===== src/rtl/gf_div_pkg.sv =====
// Shared GF(2^8) constants and divider FSM state type.
package gf_pkg;

  localparam logic [7:0] GF_POLY        = 8'h1D;
  localparam int         GF_DIV_LATENCY = 10;
  localparam logic [7:0] GF_INV_EXP     = 8'hFE;
  localparam int         GF_CNT_W       = 3;

  typedef enum logic [1:0] {
    IDLE = 2'd0,
    EXP  = 2'd1,
    MULT = 2'd2
  } gf_state_e;

endpackage


===== src/rtl/gf_div_if.sv =====
// Request/result bundle between a GF(2^8) divider and its client.
interface gf_div_if;

  logic       start;
  logic [7:0] in_1;
  logic [7:0] in_2;
  logic [7:0] out;
  logic       done;
  logic       busy;
  logic       div_by_zero;

  modport master (
    output start, in_1, in_2,
    input  out, done, busy, div_by_zero
  );

  modport slave (
    input  start, in_1, in_2,
    output out, done, busy, div_by_zero
  );

endinterface


===== src/rtl/gf_div_mul_comb.sv =====
// Combinational 8x8 GF(2^8) multiply, reduced by {1,POLY} at every shift step.
module gf_mul_comb #(
  parameter logic [7:0] POLY = gf_pkg::GF_POLY
) (
  input  logic [7:0] a_i,
  input  logic [7:0] b_i,
  output logic [7:0] p_o
);

  logic [7:0] acc;
  logic [7:0] sh;

  always_comb begin
    acc = 8'h00;
    sh  = a_i;
    for (int i = 0; i < 8; i++) begin
      if (b_i[i]) acc = acc ^ sh;
      sh = {sh[6:0], 1'b0} ^ (sh[7] ? POLY : 8'h00);
    end
    p_o = acc;
  end

endmodule


===== src/rtl/gf_div.sv =====
// Constant-time GF(2^8) divider: out = in_1 * in_2^254, done 10 edges after the start edge.
//   state | meaning
//   IDLE  | waiting for start; outputs hold last result
//   EXP   | square-and-multiply, 8 steps over exponent bits 7..0
//   MULT  | cnt==7: r <= a*r ; otherwise publish r with done
module gf_div
  import gf_pkg::*;
#(
  parameter logic [7:0] POLY    = GF_POLY,
  parameter int         LATENCY = GF_DIV_LATENCY
) (
  input logic   clk,
  input logic   rst_n,
  gf_div_if.slave bus
);

  if (LATENCY != GF_DIV_LATENCY) begin : g_latency_check
    $error("gf_div: LATENCY must be 10");
  end

  gf_state_e             state_q;
  logic [GF_CNT_W-1:0]   cnt_q;
  logic [7:0]            a_q;
  logic [7:0]            b_q;
  logic [7:0]            r_q;
  logic [7:0]            out_q;
  logic                  done_q;
  logic                  busy_q;
  logic                  dbz_q;

  logic [7:0] sq;
  logic [7:0] op_a;
  logic [7:0] op_b;
  logic [7:0] prod;

  gf_mul_comb #(.POLY(POLY)) u_sq (
    .a_i (r_q),
    .b_i (r_q),
    .p_o (sq)
  );

  // Second multiplier is shared: sq(r)*(b|1) during EXP, a*r during MULT.
  always_comb begin
    op_a = sq;
    op_b = GF_INV_EXP[cnt_q] ? b_q : 8'h01;
    if (state_q == MULT) begin
      op_a = a_q;
      op_b = r_q;
    end
  end

  gf_mul_comb #(.POLY(POLY)) u_mul (
    .a_i (op_a),
    .b_i (op_b),
    .p_o (prod)
  );

  always_ff @(posedge clk or negedge rst_n) begin
    if (!rst_n) begin
      state_q <= IDLE;
      cnt_q   <= '0;
      a_q     <= 8'h00;
      b_q     <= 8'h00;
      r_q     <= 8'h00;
      out_q   <= 8'h00;
      done_q  <= 1'b0;
      busy_q  <= 1'b0;
      dbz_q   <= 1'b0;
    end else begin
      done_q <= 1'b0;
      dbz_q  <= 1'b0;
      unique case (state_q)
        IDLE: begin
          // busy_q is still high during the done cycle, so start is not sampled there
          if (bus.start && !busy_q) begin
            a_q     <= bus.in_1;
            b_q     <= bus.in_2;
            r_q     <= 8'h01;
            cnt_q   <= GF_CNT_W'(7);
            busy_q  <= 1'b1;
            state_q <= EXP;
          end else begin
            busy_q <= 1'b0;
          end
        end
        EXP: begin
          r_q   <= prod;
          cnt_q <= cnt_q - 1'b1;
          if (cnt_q == '0) state_q <= MULT;
        end
        MULT: begin
          // cnt wrapped to 7 on entry; it marks the product cycle vs. the publish cycle
          if (cnt_q == GF_CNT_W'(7)) begin
            r_q   <= prod;
            cnt_q <= cnt_q - 1'b1;
          end else begin
            out_q   <= r_q;
            done_q  <= 1'b1;
            dbz_q   <= (b_q == 8'h00);
            state_q <= IDLE;
          end
        end
        default: state_q <= IDLE;
      endcase
    end
  end

  assign bus.out         = out_q;
  assign bus.done        = done_q;
  assign bus.busy        = busy_q;
  assign bus.div_by_zero = dbz_q;

endmodule


===== src/flat_wrapper.sv =====
// flat-port wrapper written by rule: the top's interface ports become plain ports
module gf_div_flat import gf_pkg::*;
#(
  parameter logic [7:0] POLY    = GF_POLY,
  parameter int         LATENCY = GF_DIV_LATENCY
)
  (clk, rst_n, bus_start, bus_in_1, bus_in_2, bus_out, bus_done, bus_busy, bus_div_by_zero);
  gf_div_if bus_i ();
  input logic clk;
  input logic rst_n;
  input wire logic [$bits(bus_i.start)-1:0] bus_start;
  input wire logic [$bits(bus_i.in_1)-1:0] bus_in_1;
  input wire logic [$bits(bus_i.in_2)-1:0] bus_in_2;
  output wire logic [$bits(bus_i.out)-1:0] bus_out;
  output wire logic [$bits(bus_i.done)-1:0] bus_done;
  output wire logic [$bits(bus_i.busy)-1:0] bus_busy;
  output wire logic [$bits(bus_i.div_by_zero)-1:0] bus_div_by_zero;
  assign bus_i.start = bus_start;
  assign bus_i.in_1 = bus_in_1;
  assign bus_i.in_2 = bus_in_2;
  assign bus_out = bus_i.out;
  assign bus_done = bus_i.done;
  assign bus_busy = bus_i.busy;
  assign bus_div_by_zero = bus_i.div_by_zero;
  gf_div #(.POLY(POLY), .LATENCY(LATENCY)) u_core (.clk(clk), .rst_n(rst_n), .bus(bus_i));
endmodule

===== config.mk =====
export PLATFORM = sky130hd
export DESIGN_NAME = gf_div_flat
export DESIGN_NICKNAME = d
export VERILOG_FILES = /design/src/rtl/gf_div_pkg.sv /design/src/rtl/gf_div_if.sv /design/src/rtl/gf_div_mul_comb.sv /design/src/rtl/gf_div.sv /design/src/flat_wrapper.sv
export SDC_FILE = /design/constraint.sdc
export NUM_CORES = 1
export LEC_CHECK = 0
export ABC_AREA = 1
export BUFFER_PORTS_ARGS = -buffer_cell sky130_fd_sc_hd__clkbuf_2
export CAP_MARGIN = 20
export CORE_UTILIZATION = 50
export DETAILED_ROUTE_END_ITERATION = 6
export PLACE_DENSITY_LB_ADDON = 0.05
export SYNTH_ARGS = -nofsm -noshare
export SYNTH_HDL_FRONTEND = slang
export SYNTH_HIERARCHICAL = 1
export SYNTH_SLANG_ARGS = --single-unit

===== constraint.sdc =====
create_clock -name clk -period 4.2 [get_ports clk]
set_clock_uncertainty 0.05 [all_clocks]
set_input_delay 0 -clock clk [delete_from_list [all_inputs] [get_ports clk]]
set_output_delay 0 -clock clk [all_outputs]
set_load 0.005 [all_outputs]

* After elaboration in Yosys (flattened, before gate mapping) *
Memory sizes are Yosys's and may differ from the RTL's.
Index checks and enable logic that the tools add are counted.

storage, ports and cells
  register bits after elaboration = 40
  ROM bits = 8
  output and inout bits = 11
  word-level logic and storage cells = 107
  memories = 1

cells by class
  $add $sub $neg = 1
  order comparisons = 1
  equal/unequal tests = 7
  multiplexer cells = 49
  bitwise logic cells = 29
  reduce and logical (&&, ||, !) cells = 10

memory list
  memory           depth  width  read ports  clocked after Yosys merged registers in  write ports  RTL line      text
  (no name shown)  8      1      1           0                                        0            gf_div.sv:45  op_b = GF_INV_EXP[cnt_q] ? b_q : 8'h01;

operators by type and width
  kind                                                        count
  two-way mux 8 bit                                           21
  bitwise XOR 8 x 5 -> 8 bit                                  14
  bitwise XOR 8 bit                                           14
  two-way mux 5 bit                                           14
  one-hot mux 8 bit (3 select lines)                          1
  one-hot mux 3 bit (3 select lines)                          1
  zero test 8 bit                                             1
  two-way mux 1 bit                                           6
  two-way mux 2 bit                                           3
  two-way mux 3 bit                                           2
  one-hot mux 2 bit (3 select lines)                          1
  AND reduction 3 bit                                         2
  less-than comparator 3 x 4 -> 1 bit, second input constant  1
  inequality test 2 x 1 -> 1 bit, second input constant       2
  inequality test 2 bit, second input constant                2
  AND reduction 2 bit                                         2
  == test 3 bit, second input constant                        1
  zero test 3 bit                                             1
  nonzero test 3 bit                                          1
  subtractor 3 x 1 -> 3 bit, second input constant            1
  == test 2 x 1 -> 1 bit, second input constant               1
  == test 2 bit, second input constant                        1
  zero test 2 bit                                             1
  logical AND 1 bit                                           1
  other kinds (2)                                             2

* Longest topological paths before layout *
  word-level depth = 35
  depth in mapped cells = 35
  gate-level depth less buffers = 35

* Hierarchy *
Netlist, hierarchy kept.

modules (own cells, without submodules)
  module                      times used  cells an instance  area each (µm²)  sequential area each (µm²)
  gf_div                      1           253                2024.4           1001.0
  gf_mul_comb (u_core.u_mul)  1           335                1616.6           0.0
  gf_mul_comb (u_core.u_sq)   1           326                1512.7           0.0

* Worst setup path before layout *
Ideal clock, no wire load.

  path type = register to register
  from = reg u_core.r_q[5]
  to = reg u_core.r_q[0]
  setup time = 117 ps
  arrival time = 2838 ps
  required time = 4033 ps
  setup slack = 1195 ps
  stages on the path, launching flop included = 30
  buffers on the path = 2
  period minus slack after synthesis = 3005 ps
  path through = dfrtp_1 -> buf_2 -> nand2_1 -> nand2_1 -> nand2_1 -> nand2_2 -> nand2_1 -> nand2_1 -> nand3_1 -> nand2_1 -> inv_1 -> nand2_1 -> nand2_1 -> nand2_1 -> nand2_1 -> inv_1 -> nand2_1 -> nand2_1 -> buf_6 -> nand2_1 -> xor2_1 -> xnor2_2 -> xor2_1 -> nand2_1 -> nand3_1 -> nand2_1 -> inv_1 -> nand2_1 -> nand3_1 -> nand2_1

between the ends
  cells in the longest elaborated chain, start to end = 33
  elaborated cells between the ends (all ways) = 57

ends and longest elaborated chain
  what                                    RTL line               text
  start: declaration                      gf_div.sv:25           logic [7:0] r_q;
  start signal: assignment                gf_div.sv:87           r_q <= prod;
  start signal: assignment                gf_div.sv:94           r_q <= prod;
  bitwise XOR 8 x 5 -> 8 bit              gf_div_mul_comb.sv:18  sh = {sh[6:0], 1'b0} ^ (sh[7] ? POLY : 8'h00);
  bitwise XOR 8 bit                       gf_div_mul_comb.sv:17  if (b_i[i]) acc = acc ^ sh;
  two-way mux 8 bit                       gf_div_mul_comb.sv:17
  bitwise XOR 8 bit                       gf_div_mul_comb.sv:17
  two-way mux 8 bit                       gf_div_mul_comb.sv:17
  bitwise XOR 8 bit                       gf_div_mul_comb.sv:17
  two-way mux 8 bit                       gf_div_mul_comb.sv:17
  bitwise XOR 8 bit                       gf_div_mul_comb.sv:17
  [7 not listed]                          -
  net u_core.sq[6]                        gf_div.sv:31           logic [7:0] sq;
  [1 not listed]                          -
  net u_core.op_a[6]                      gf_div.sv:32           logic [7:0] op_a;
  [10 not listed]                         -
  two-way mux 8 bit                       gf_div_mul_comb.sv:17
  bitwise XOR 8 bit                       gf_div_mul_comb.sv:17
  two-way mux 8 bit                       gf_div_mul_comb.sv:17
  bitwise XOR 8 bit                       gf_div_mul_comb.sv:17
  two-way mux 8 bit (*)                   gf_div_mul_comb.sv:17
  net u_core.prod[0]                      gf_div.sv:34           logic [7:0] prod;
  two-way mux 8 bit                       gf_div.sv:93           if (cnt_q == GF_CNT_W'(7)) begin
  one-hot mux 8 bit (3 select lines) (*)  gf_div.sv:72           unique case (state_q)

The timed path passes the listed nets; every way through them passes the cells marked *. The select of a mux whose other input is x is not followed.
A chain may end at the register's enable or synchronous reset.

* Final worst setup path *
  from = reg u_core.r_q[6]
  to = reg u_core.r_q[4]

between the ends
  cells in the longest elaborated chain, start to end = 34
  elaborated cells between the ends (all ways) = 58

ends and longest elaborated chain
  what                                    RTL line
  bitwise XOR 8 x 5 -> 8 bit              gf_div_mul_comb.sv:18
  bitwise XOR 8 bit                       gf_div_mul_comb.sv:17
  two-way mux 8 bit                       gf_div_mul_comb.sv:17
  bitwise XOR 8 bit                       gf_div_mul_comb.sv:17
  two-way mux 8 bit                       gf_div_mul_comb.sv:17
  bitwise XOR 8 bit                       gf_div_mul_comb.sv:17
  two-way mux 8 bit                       gf_div_mul_comb.sv:17
  bitwise XOR 8 bit                       gf_div_mul_comb.sv:17
  [7 not listed]                          -
  net u_core.sq[7]                        gf_div.sv:31
  [1 not listed]                          -
  net u_core.op_a[7]                      gf_div.sv:32
  [11 not listed]                         -
  two-way mux 8 bit                       gf_div_mul_comb.sv:17
  bitwise XOR 8 bit                       gf_div_mul_comb.sv:17
  two-way mux 8 bit                       gf_div_mul_comb.sv:17
  bitwise XOR 8 bit                       gf_div_mul_comb.sv:17
  two-way mux 8 bit (*)                   gf_div_mul_comb.sv:17
  net u_core.prod[4]                      gf_div.sv:34
  two-way mux 8 bit                       gf_div.sv:93
  one-hot mux 8 bit (3 select lines) (*)  gf_div.sv:72

Marked as above.

==> results by group <==
Outcome
  – Outcome: finished clean

Final layout
  – Layout Cells excl Fill: 1096
  – Layout cells sized above 1: 0.119
  – Fillcell total: 989
  – Layout Nets: 990
  – Area Overhead vs Synth: 11.7%
  – N_diodes: 0

Logic synthesis
  – Top FF cell, synth: dfrtp_1
  – Syn Inst Count: 914
  – Syn_area_per_cell: approximately 5.6 sq um
  – Top cells by count, synth: nand2_1 (416), inv_1 (113), nand3_1 (96)
  – Mapped cell area: 5150 sq um
  – Largest cells by area after synthesis: nand2_1 (30%), dfrtp_1 (19%), nand3_1 (9.3%)
  – Syn nets: 942
  – Synth warn: 6
  – Most frequent cell after synthesis: nand2_1
  – Post-synth EDFFs: 0
  – Yosys top cell by area: nand2_1
  – Seq/Total Area, Yosys: 0.194
  – Share of the synthesized area in the top cell type: 0.303
  – Asr flop ratio synth: 1.00
  – Seq cells post-synth: 40
  – Distinct cells, synth: 29

Global route
  – First-pass GRT wire length: 23200 microns
  – Gr usage total: 0.268
  – Vias in the first global route: around 5000
  – Initial antenna violation count: 0
  – Gr ovfl total: 0
  – Largest net degree at the start of global routing: 41

Clock tree
  – CTS Sinks: 40
  – H-Tree Depth: 2
  – CTS tree: built
  – Cts bufs inserted: 5
  – Root Buffer: clkbuf_8
  – Reg clk slew, reported paths: 0.08 ns
  – Setup Fix Bufs, Post-CTS: 0
  – Worst skew pair latency: 0.29 ns
  – CTS Buffer Depth: 2

Route
  – Final wirelength: 14500 microns
  – DR vias/cell: around 5.1
  – DR vias: 5591
  – Iteration-0 DRC Markers: ~460
  – Post-route ant nets: 0
  – # DRC: 0
  – WL/cell: 13.2 microns
  – DRT Pass-1 Iters: 5

Placement
  – Final HPWL DP: 11500 microns
  – IO buf count: 29
  – Place WS: a little under 0.2 ns
  – Placer congestion estimate: 0.988
  – Placed insts: 1070

STA
  – Hold Fails Final Rpt: 0
  – Rel. slew slack: 0.373
  – Worst Hold Slack: 0.0602 ns
  – Max-slew violation count: 0
  – Worst slew pin tran: 0.938 ns
  – Final setup fails: 0
  – Max Fclk: 265 MHz
  – Fin Setup TNS: 0 ns
  – RSZ-0062 raised after global routing: false
  – Period utilization: 0.900
  – Final worst setup slack: 0.419 ns
  – Minimum clock period: 3.78 ns

Critical path
  – CP Launch Type: flop
  – Data arrival, critical path: about 4.0 ns
  – CP Class: reg -> reg
  – Worst path max stage delay: 0.48 ns
  – Setup crit end kind: flop
  – Flop2flop setup slack: 0.42 ns
  – Required time of the critical path: 4.39 ns
  – Critical path fanouts, max: 9
  – Critical path's most frequent cell: nand2_1
  – CP max stage cell: dfrtp_2

Die
  – Standard-cell rows: 36
  – Die width: 104 microns
  – Initial core utilization: 0.522
  – CORE AREA: 9860 sq um
  – Die Area: approximately 11000 sq um
  – Die Y: 104 microns
  – Boundary Pins: 30

Flow run
  – Max-Cap Viols: 0

Min path
  – HP Class: in -> async
## state kept, by name, summed over array words and instances (netlist names)
name / count
u_core/bus.div_by_zero: 1
u_core/cnt_q: 3
u_core/state_q: 2
u_core/bus.out: 8
u_core/r_q: 8
u_core/bus.done: 1
u_core/a_q: 8
u_core/b_q: 8
u_core/bus.busy: 1
## worst max-delay path, delay by kind of cell (launching register included)
family                 cells  cell delay (ns)
AND/OR/NAND/NOR           24             2.47
flip-flops                 1             0.48
XOR/XNOR                   1             0.16
buffers and inverters      5             0.55
## timing repair
action | in CTS | in global routing
gates resized for setup | 0 | 7
hold endpoints to repair | 56 | 0
hold buffers | 17 | 0
endpoints found under the setup margin | 0 | 7
## cell usage in the layout (no fill, tap or decap), types with 23 or more instances in the layout
cell type and count:
o21ai_0 31, xnor2_1 23, nand2_2 23, nor2_1 46
nand3_1 96, inv_1 113, nand2_1 414, clkbuf_2 29
xor2_1 29, dfrtp_1 37
## kinds of logic after synthesis
group	after synthesis	share of synthesized area
AND/OR/NAND/NOR	611	0.502
flip-flops	40	0.194
buffers and inverters	149	0.122
AO/OA/AOI/OAI	45	0.0459
adder cells (fa/ha/maj)	9	0.0219
XOR/XNOR	60	0.114
## path summary, 6_finish.rpt
check,cells after the start,from,endpoint
max in group asynchronous,3,rst_n,u_core/r_q[6]
worst max-delay path,30,u_core/r_q[6],u_core/r_q[4]
worst min register to register,2,u_core/bus.out[0],u_core/bus.out[0]
min in group clk,5,bus_start,u_core/state_q[1]
worst min-delay path,2,rst_n,u_core/a_q[3]
worst max register to register,30,u_core/r_q[6],u_core/r_q[4]
## stage by stage
stage	util	cell area [sq um]
6_report	0.584	5760
5_1_grt	0.584	5760
4_1_cts	0.580	5720
3_5_place_dp	0.553	5460
3_3_place_gp	0.553	5460
2_1_floorplan	-	5150
## metal layers
layer,part of all wire,wire length [microns],vias to the layer above,global-route usage
met5,0,0,-,0
met4,0.021,302,0,0.0683
met3,0.063,915,22,0.0352
met2,0.45,6480,192,0.450
met1,0.47,6770,2488,0.362
li1,-,-,2889,-
## layout make-up
cell class | instances | area (sq um) | share of cell area
multi-input cells | 725 | 3540 | 0.615
flip-flops and latches | 40 | 1000 | 0.175
repair buffers | 69 | 500 | 0.0869
inverters | 121 | 454 | 0.0789
well taps | 133 | 166 | 0.0289
clock buffers | 6 | 82.6 | 0.0143
clock inverters | 2 | 10.0 | 0.00174
Power is not shown: default switching activity piles up to over one toggle a cycle in this logic, so the estimate is an artifact.
